<file path="src/rtl/mem_stage_if.sv">
// Bus bundle between the EXE/MEM register, the memory stage and the MEM/WB register.
// Upstream drives through the master modport; mem_stage consumes it through the slave modport.
interface mem_stage_if;
  logic [31:0] pc_in;
  logic [31:0] alu_result_in;
  logic [31:0] store_val;
  logic        mem_read;
  logic        mem_write;
  logic        wb_en_in;
  logic [4:0]  dest_in;
  logic [31:0] pc_out;
  logic [31:0] alu_result_out;
  logic [31:0] mem_data_out;
  logic        wb_en_out;
  logic        mem_read_out;
  logic [4:0]  dest_out;
  logic        freeze;

  modport master (
    output pc_in, alu_result_in, store_val, mem_read, mem_write, wb_en_in, dest_in,
    input  pc_out, alu_result_out, mem_data_out, wb_en_out, mem_read_out, dest_out, freeze
  );

  modport slave (
    input  pc_in, alu_result_in, store_val, mem_read, mem_write, wb_en_in, dest_in,
    output pc_out, alu_result_out, mem_data_out, wb_en_out, mem_read_out, dest_out, freeze
  );
endinterface

</file>
<file path="src/rtl/mem_stage.sv">
// Memory-access pipeline stage: word-addressed data memory, loads/stores, WB pass-through.
// Optional macro SRAM_WAIT_EN adds an SRAM wait-state FSM that freezes the upstream pipeline.
module mem_stage #(
  parameter int DEPTH_LOG2  = 6,
  parameter int BASE_ADDR   = 1024,
  parameter int WAIT_CYCLES = 3
) (
  input  logic       clk,
  input  logic       rst,
  mem_stage_if.slave bus
);
  localparam int DEPTH = 1 << DEPTH_LOG2;

  logic [31:0]           mem_q [DEPTH];
  logic [31:0]           off;
  logic [DEPTH_LOG2-1:0] idx;
  logic [31:0]           rd_word;
  logic                  req;
  logic                  wr_en;
  logic                  unused_addr_bits;

  // Out-of-range addresses simply wrap into the array; byte offset is dropped.
  assign off              = bus.alu_result_in - 32'(BASE_ADDR);
  assign idx              = off[DEPTH_LOG2+1:2];
  assign unused_addr_bits = ^{off[31:DEPTH_LOG2+2], off[1:0]};
  assign rd_word          = mem_q[idx];
  assign req              = bus.mem_read | bus.mem_write;

  assign bus.pc_out         = bus.pc_in;
  assign bus.alu_result_out = bus.alu_result_in;
  assign bus.wb_en_out      = bus.wb_en_in;
  assign bus.mem_read_out   = bus.mem_read;
  assign bus.dest_out       = bus.dest_in;

  always_ff @(posedge clk or posedge rst) begin
    if (rst) begin
      for (int i = 0; i < DEPTH; i++) mem_q[i] <= '0;
    end else if (wr_en) begin
      mem_q[idx] <= bus.store_val;
    end
  end

`ifdef SRAM_WAIT_EN
  typedef enum logic [1:0] {
    S_IDLE = 2'd0,
    S_WAIT = 2'd1,
    S_DONE = 2'd2
  } state_e;

  localparam int CW = $clog2(WAIT_CYCLES + 1);

  state_e        state_q, state_d;
  logic [CW-1:0] cnt_q, cnt_d;
  logic [31:0]   rdata_q, rdata_d;
  logic          last;

  assign last = (cnt_q == CW'(WAIT_CYCLES - 1));

  always_comb begin
    state_d = state_q;
    cnt_d   = cnt_q;
    rdata_d = rdata_q;
    wr_en   = 1'b0;
    unique case (state_q)
      S_IDLE: begin
        if (req) begin
          state_d = S_WAIT;
          cnt_d   = '0;
        end
      end
      S_WAIT: begin
        cnt_d = cnt_q + CW'(1);
        if (last) begin
          // Read latches the pre-write word when both read and write are set.
          state_d = S_DONE;
          cnt_d   = '0;
          wr_en   = bus.mem_write;
          if (bus.mem_read) rdata_d = rd_word;
        end
      end
      // DONE always drops back so the held instruction cannot retrigger.
      default: state_d = S_IDLE;
    endcase
  end

  always_ff @(posedge clk or posedge rst) begin
    if (rst) begin
      state_q <= S_IDLE;
      cnt_q   <= '0;
      rdata_q <= '0;
    end else begin
      state_q <= state_d;
      cnt_q   <= cnt_d;
      rdata_q <= rdata_d;
    end
  end

  assign bus.freeze       = !rst && ((state_q == S_IDLE) ? req : (state_q == S_WAIT));
  assign bus.mem_data_out = rdata_q;
`else
  localparam int unused_wait_cycles = WAIT_CYCLES;
  logic          unused_req;

  assign unused_req       = req;
  assign wr_en            = bus.mem_write;
  assign bus.freeze       = 1'b0;
  assign bus.mem_data_out = rd_word;
`endif
endmodule

</file>
<file path="src/flat_wrapper.sv">
// flat-port wrapper written by rule: the top's interface ports become plain ports
module mem_stage_flat 
#(
  parameter int DEPTH_LOG2  = 6,
  parameter int BASE_ADDR   = 1024,
  parameter int WAIT_CYCLES = 3
)
  (clk, rst, bus_pc_in, bus_alu_result_in, bus_store_val, bus_mem_read, bus_mem_write, bus_wb_en_in, bus_dest_in, bus_pc_out, bus_alu_result_out, bus_mem_data_out, bus_wb_en_out, bus_mem_read_out, bus_dest_out, bus_freeze);
  mem_stage_if bus_i ();
  input  logic clk;
  input  logic rst;
  input wire logic [$bits(bus_i.pc_in)-1:0] bus_pc_in;
  input wire logic [$bits(bus_i.alu_result_in)-1:0] bus_alu_result_in;
  input wire logic [$bits(bus_i.store_val)-1:0] bus_store_val;
  input wire logic [$bits(bus_i.mem_read)-1:0] bus_mem_read;
  input wire logic [$bits(bus_i.mem_write)-1:0] bus_mem_write;
  input wire logic [$bits(bus_i.wb_en_in)-1:0] bus_wb_en_in;
  input wire logic [$bits(bus_i.dest_in)-1:0] bus_dest_in;
  output wire logic [$bits(bus_i.pc_out)-1:0] bus_pc_out;
  output wire logic [$bits(bus_i.alu_result_out)-1:0] bus_alu_result_out;
  output wire logic [$bits(bus_i.mem_data_out)-1:0] bus_mem_data_out;
  output wire logic [$bits(bus_i.wb_en_out)-1:0] bus_wb_en_out;
  output wire logic [$bits(bus_i.mem_read_out)-1:0] bus_mem_read_out;
  output wire logic [$bits(bus_i.dest_out)-1:0] bus_dest_out;
  output wire logic [$bits(bus_i.freeze)-1:0] bus_freeze;
  assign bus_i.pc_in = bus_pc_in;
  assign bus_i.alu_result_in = bus_alu_result_in;
  assign bus_i.store_val = bus_store_val;
  assign bus_i.mem_read = bus_mem_read;
  assign bus_i.mem_write = bus_mem_write;
  assign bus_i.wb_en_in = bus_wb_en_in;
  assign bus_i.dest_in = bus_dest_in;
  assign bus_pc_out = bus_i.pc_out;
  assign bus_alu_result_out = bus_i.alu_result_out;
  assign bus_mem_data_out = bus_i.mem_data_out;
  assign bus_wb_en_out = bus_i.wb_en_out;
  assign bus_mem_read_out = bus_i.mem_read_out;
  assign bus_dest_out = bus_i.dest_out;
  assign bus_freeze = bus_i.freeze;
  mem_stage #(.DEPTH_LOG2(DEPTH_LOG2), .BASE_ADDR(BASE_ADDR), .WAIT_CYCLES(WAIT_CYCLES)) u_core (.clk(clk), .rst(rst), .bus(bus_i));
endmodule
</file>
<file path="config.mk">
export PLATFORM = sky130hd
export DESIGN_NAME = mem_stage_flat
export DESIGN_NICKNAME = d
export VERILOG_FILES = /design/src/rtl/mem_stage_if.sv /design/src/rtl/mem_stage.sv /design/src/flat_wrapper.sv
export SDC_FILE = /design/constraint.sdc
export NUM_CORES = 2
export LEC_CHECK = 0
export ABC_AREA = 1
export ABC_CLOCK_PERIOD_IN_PS = 67000
export CELL_PAD_IN_SITES_DETAIL_PLACEMENT = 1
export CELL_PAD_IN_SITES_GLOBAL_PLACEMENT = 1
export CORE_UTILIZATION = 25
export DETAILED_ROUTE_END_ITERATION = 6
export PLACE_DENSITY = 0.53
export SLEW_MARGIN = 20
export SYNTH_ARGS = -nofsm -noshare
export SYNTH_HDL_FRONTEND = slang
export SYNTH_SLANG_ARGS = --single-unit
export TNS_END_PERCENT = 1
</file>
<file path="constraint.sdc">
create_clock -name clk -period 67 [get_ports clk]
set_input_delay 6.7 -clock clk [delete_from_list [all_inputs] [get_ports clk]]
set_output_delay 6.7 -clock clk [all_outputs]
set_load 0.01 [all_outputs]
</file>
==> key figures <==
Outcome
  – Status: completed

Clock network
  – Root buf cell: clkbuf_16
  – CTS Sinks: 2048
  – Clock-pin slew of the registers on the worst-case setup and hold paths: 0.05 ns
  – TritonCTS clock tree: yes
  – Post-CTS Hold Buffers: 0
  – CTS max path bufs: 4
  – # resized after CTS: 0
  – H-tree depth: 5
  – Post-CTS repair timing setup buffer count: 0
  – TritonCTS buffer count: 265
  – Worst-Skew Late Latency: 0.90 ns

Drt
  – Number of remaining DRC errors: 0
  – Via count: 82900
  – DRT Pass-1 Iters: 6
  – Post-DR vias/cell: 4.63
  – Drt total wl: 387000 microns
  – WL/cell: 21.6 microns
  – DRT antenna net count: 0
  – DRT iter0 DRCs: 5617

Yosys
  – Post-synthesis sequential area ratio: 0.531
  – Synthesis warning total: 0
  – Count leader, synth: nand2_1
  – Syn_nets: 13300
  – Avg Cell Area, Syn: 7.30 sq um
  – Proportion of synthesized area in mux cells: 0
  – Cell count after synthesis: 13200
  – Post-synth top cells: nand2_1 (7002), dfrtp_1 (2048), o21ai_0 (1441)
  – Largest cells by area after synthesis: dfrtp_1 (53%), nand2_1 (27%), o21ai_0 (7.5%)
  – Top-area cell type share of the netlist area: 0.531
  – Synth area leader: dfrtp_1
  – Unique masters post-synth: 22
  – Main combinational cell family by area after synthesis: simple AND/OR/NAND/NOR gates
  – Xor and xnor area share after synthesis: 0
  – Area fraction in compound gates after synthesis: 0.112
  – Post-synth top flop: dfrtp_1
  – Post-synth EDFFs: 0
  – Post-Synth Simple-Gate Area: 0.304
  – Synth Register Bits: 2048
  – Adder-Cell Fraction of Synth Area: 0
  – Synthesized area: 0.0964 sq mm
  – Async set-reset flop share out of synthesis: 1.00

Timing
  – Final setup viols: 0
  – Tmin final: 18.82 ns
  – RSZ-0062 raised after global routing: no
  – F_max: 0.0531 GHz
  – TNS Setup: 0 ns
  – Final Hold Vio Count: 0
  – WHS: 0.480 ns
  – Fin. max-slew vios: 0
  – Worst Clk Skew: 0 ns
  – Worst Tran Pin Value: 1.15 ns
  – Worst slew margin: 0.230
  – Final cycle utilization of the critical path: 0.281

Worst setup path
  – Reg-to-reg endpoint: u_core.mem_q[363]
  – WP data arrival: 12.12 ns
  – CP Launch Type: input port
  – Crit end category: primary output
  – Critical register-to-register path startpoint: u_core.mem_q[363]
  – Critical path type: in2out
  – Crit-path max FO: 84
  – Reg2Reg Setup Slack: 66.26 ns
  – R2R cell count: 2
  – Required time worst endpoint: 60.30 ns

Min path
  – Hold Crit Start: u_core.mem_q[1281]
  – Worst hold endpoint: u_core.mem_q[1281]
  – Hold Path Stages: 2
  – Hold Crit Class: reg2reg

Die
  – Num ports: 210
  – Die Span X: 623 microns
  – Initial core utilization: 0.252
  – CORE AREA: 0.383 sq mm
  – Core Rows: 227
  – DIE HEIGHT: 623 microns
  – Full die area: 0.388 sq mm

Global route
  – Total grt overflow: 0
  – Largest net degree at the start of global routing: 145
  – Total track usage: 0.199
  – Antenna violations before repair: 17
  – First-pass GRT wire length: 590000 microns
  – Vias in the first global route: 86500

Finish
  – Register bank with the most flops: u_core.mem_q
  – Max reg flops: 2048
  – Top flop regs: u_core.mem_q: 2048 flops
  – Share of cells above drive strength 1: 0.0558
  – Area growth syn-to-layout: 13.8%
  – Final net count: 12800
  – Fin area: 0.110 sq mm

Power and ir drop
  – Max VDD drop: 17.1 uV
  – Leakage: 55.5 nW
  – PD cells: 31.6 mW/mm^2

Flow run
  – # Max-Cap Violations: 0

Placed design
  – Buffers on Ports: 78
  – DP HPWL: 218000 microns
  – Dpl cell area: 0.101 sq mm
  – Placer congestion estimate: 0.758
-- layer usage --
metal  GRT usage  vias to the layer above  routed length [microns]  part of all wire
met3      0.0172                      439                     9760             0.025
met2       0.327                      931                   177000              0.46
met1       0.283                    41600                   192000              0.50
met4      0.0450                        2                     8810             0.023
met5           0                        -                       13          0.000034
li1            -                    40000                        -                 -
-- logic make-up (layout without fill, tap and decap cells) --
family          count (synthesis)  after routing
compound gates               2155           2155
buf+inv                      1239            907
flops                        2048           2048
other cells                     1              5
simple gates                 7762           7762
-- stage by stage --
stage	cells	setup slack [ns]	utilization	power (mW)
2_1_floorplan	13200	2.45	-	1.89
3_3_place_gp	17500	48.17	0.264	2.03
3_5_place_dp	17500	48.18	0.264	2.04
4_1_cts	17900	48.16	0.286	3.52
5_1_grt	17900	47.94	0.286	3.66
6_report	17900	48.18	0.286	3.47
-- how the worst max path moves through the flow --
stage,from,slack [ns],end,cells after the start
floorplan,rst,2.45,u_core.mem_q[0],1
global placement,bus_alu_result_in[2],48.17,bus_mem_data_out[23],16
detailed placement,bus_alu_result_in[2],48.18,bus_mem_data_out[21],16
CTS,bus_alu_result_in[2],48.16,bus_mem_data_out[21],16
global route,bus_alu_result_in[2],47.94,bus_mem_data_out[23],16
finish,bus_alu_result_in[2],48.18,bus_mem_data_out[26],16
-- worst max-delay path, stage by stage --
cell	delay, ns
buf_8	0.43
buf_4	0.81
buf_4	0.70
buf_4	0.61
buf_4	0.67
nand2_1	0.11
nand2_1	0.09
nand2_1	0.05
nand2_1	0.10
nand2_1	0.05
nand2_1	0.09
nand2_1	0.05
nand2_1	0.22
nor2_1	0.12
nand2_1	0.45
clkdlybuf4s50_1	0.65
-- cells in the final DEF (no fill, tap or decap), drive strengths merged --
cell type and n:
nand2 7004, dfrtp 2048, o21ai 1520, nor2 735, a21oi 631, clkbuf 404
buf 205, inv 173, clkdlybuf4s50 75, clkinv 37, bufinv 13, nand3 9
nor3 8, or2 6, diode 4, o211ai 4, conb 1
-- layout make-up --
type	count	area (sq um)
Tap cell	5038	6300
Timing Repair Buffer	280	2420
Clock buffer	404	7950
Antenna cell	4	10.0
Sequential cell	2048	51200
Multi-Input combinational cell	9918	40400
Clock inverter	56	699
Fill cell	46200	273000
Inverter	167	659
-- power breakdown --
group          leakage, nW  internal, mW  switching (mW)
combinational         24.6         0.166           0.323
sequential            26.6          1.43          0.0971
clock                 4.26         0.867           0.587
total                 55.5          2.46            1.01
Note: power is estimated with default switching activity, not from simulation.
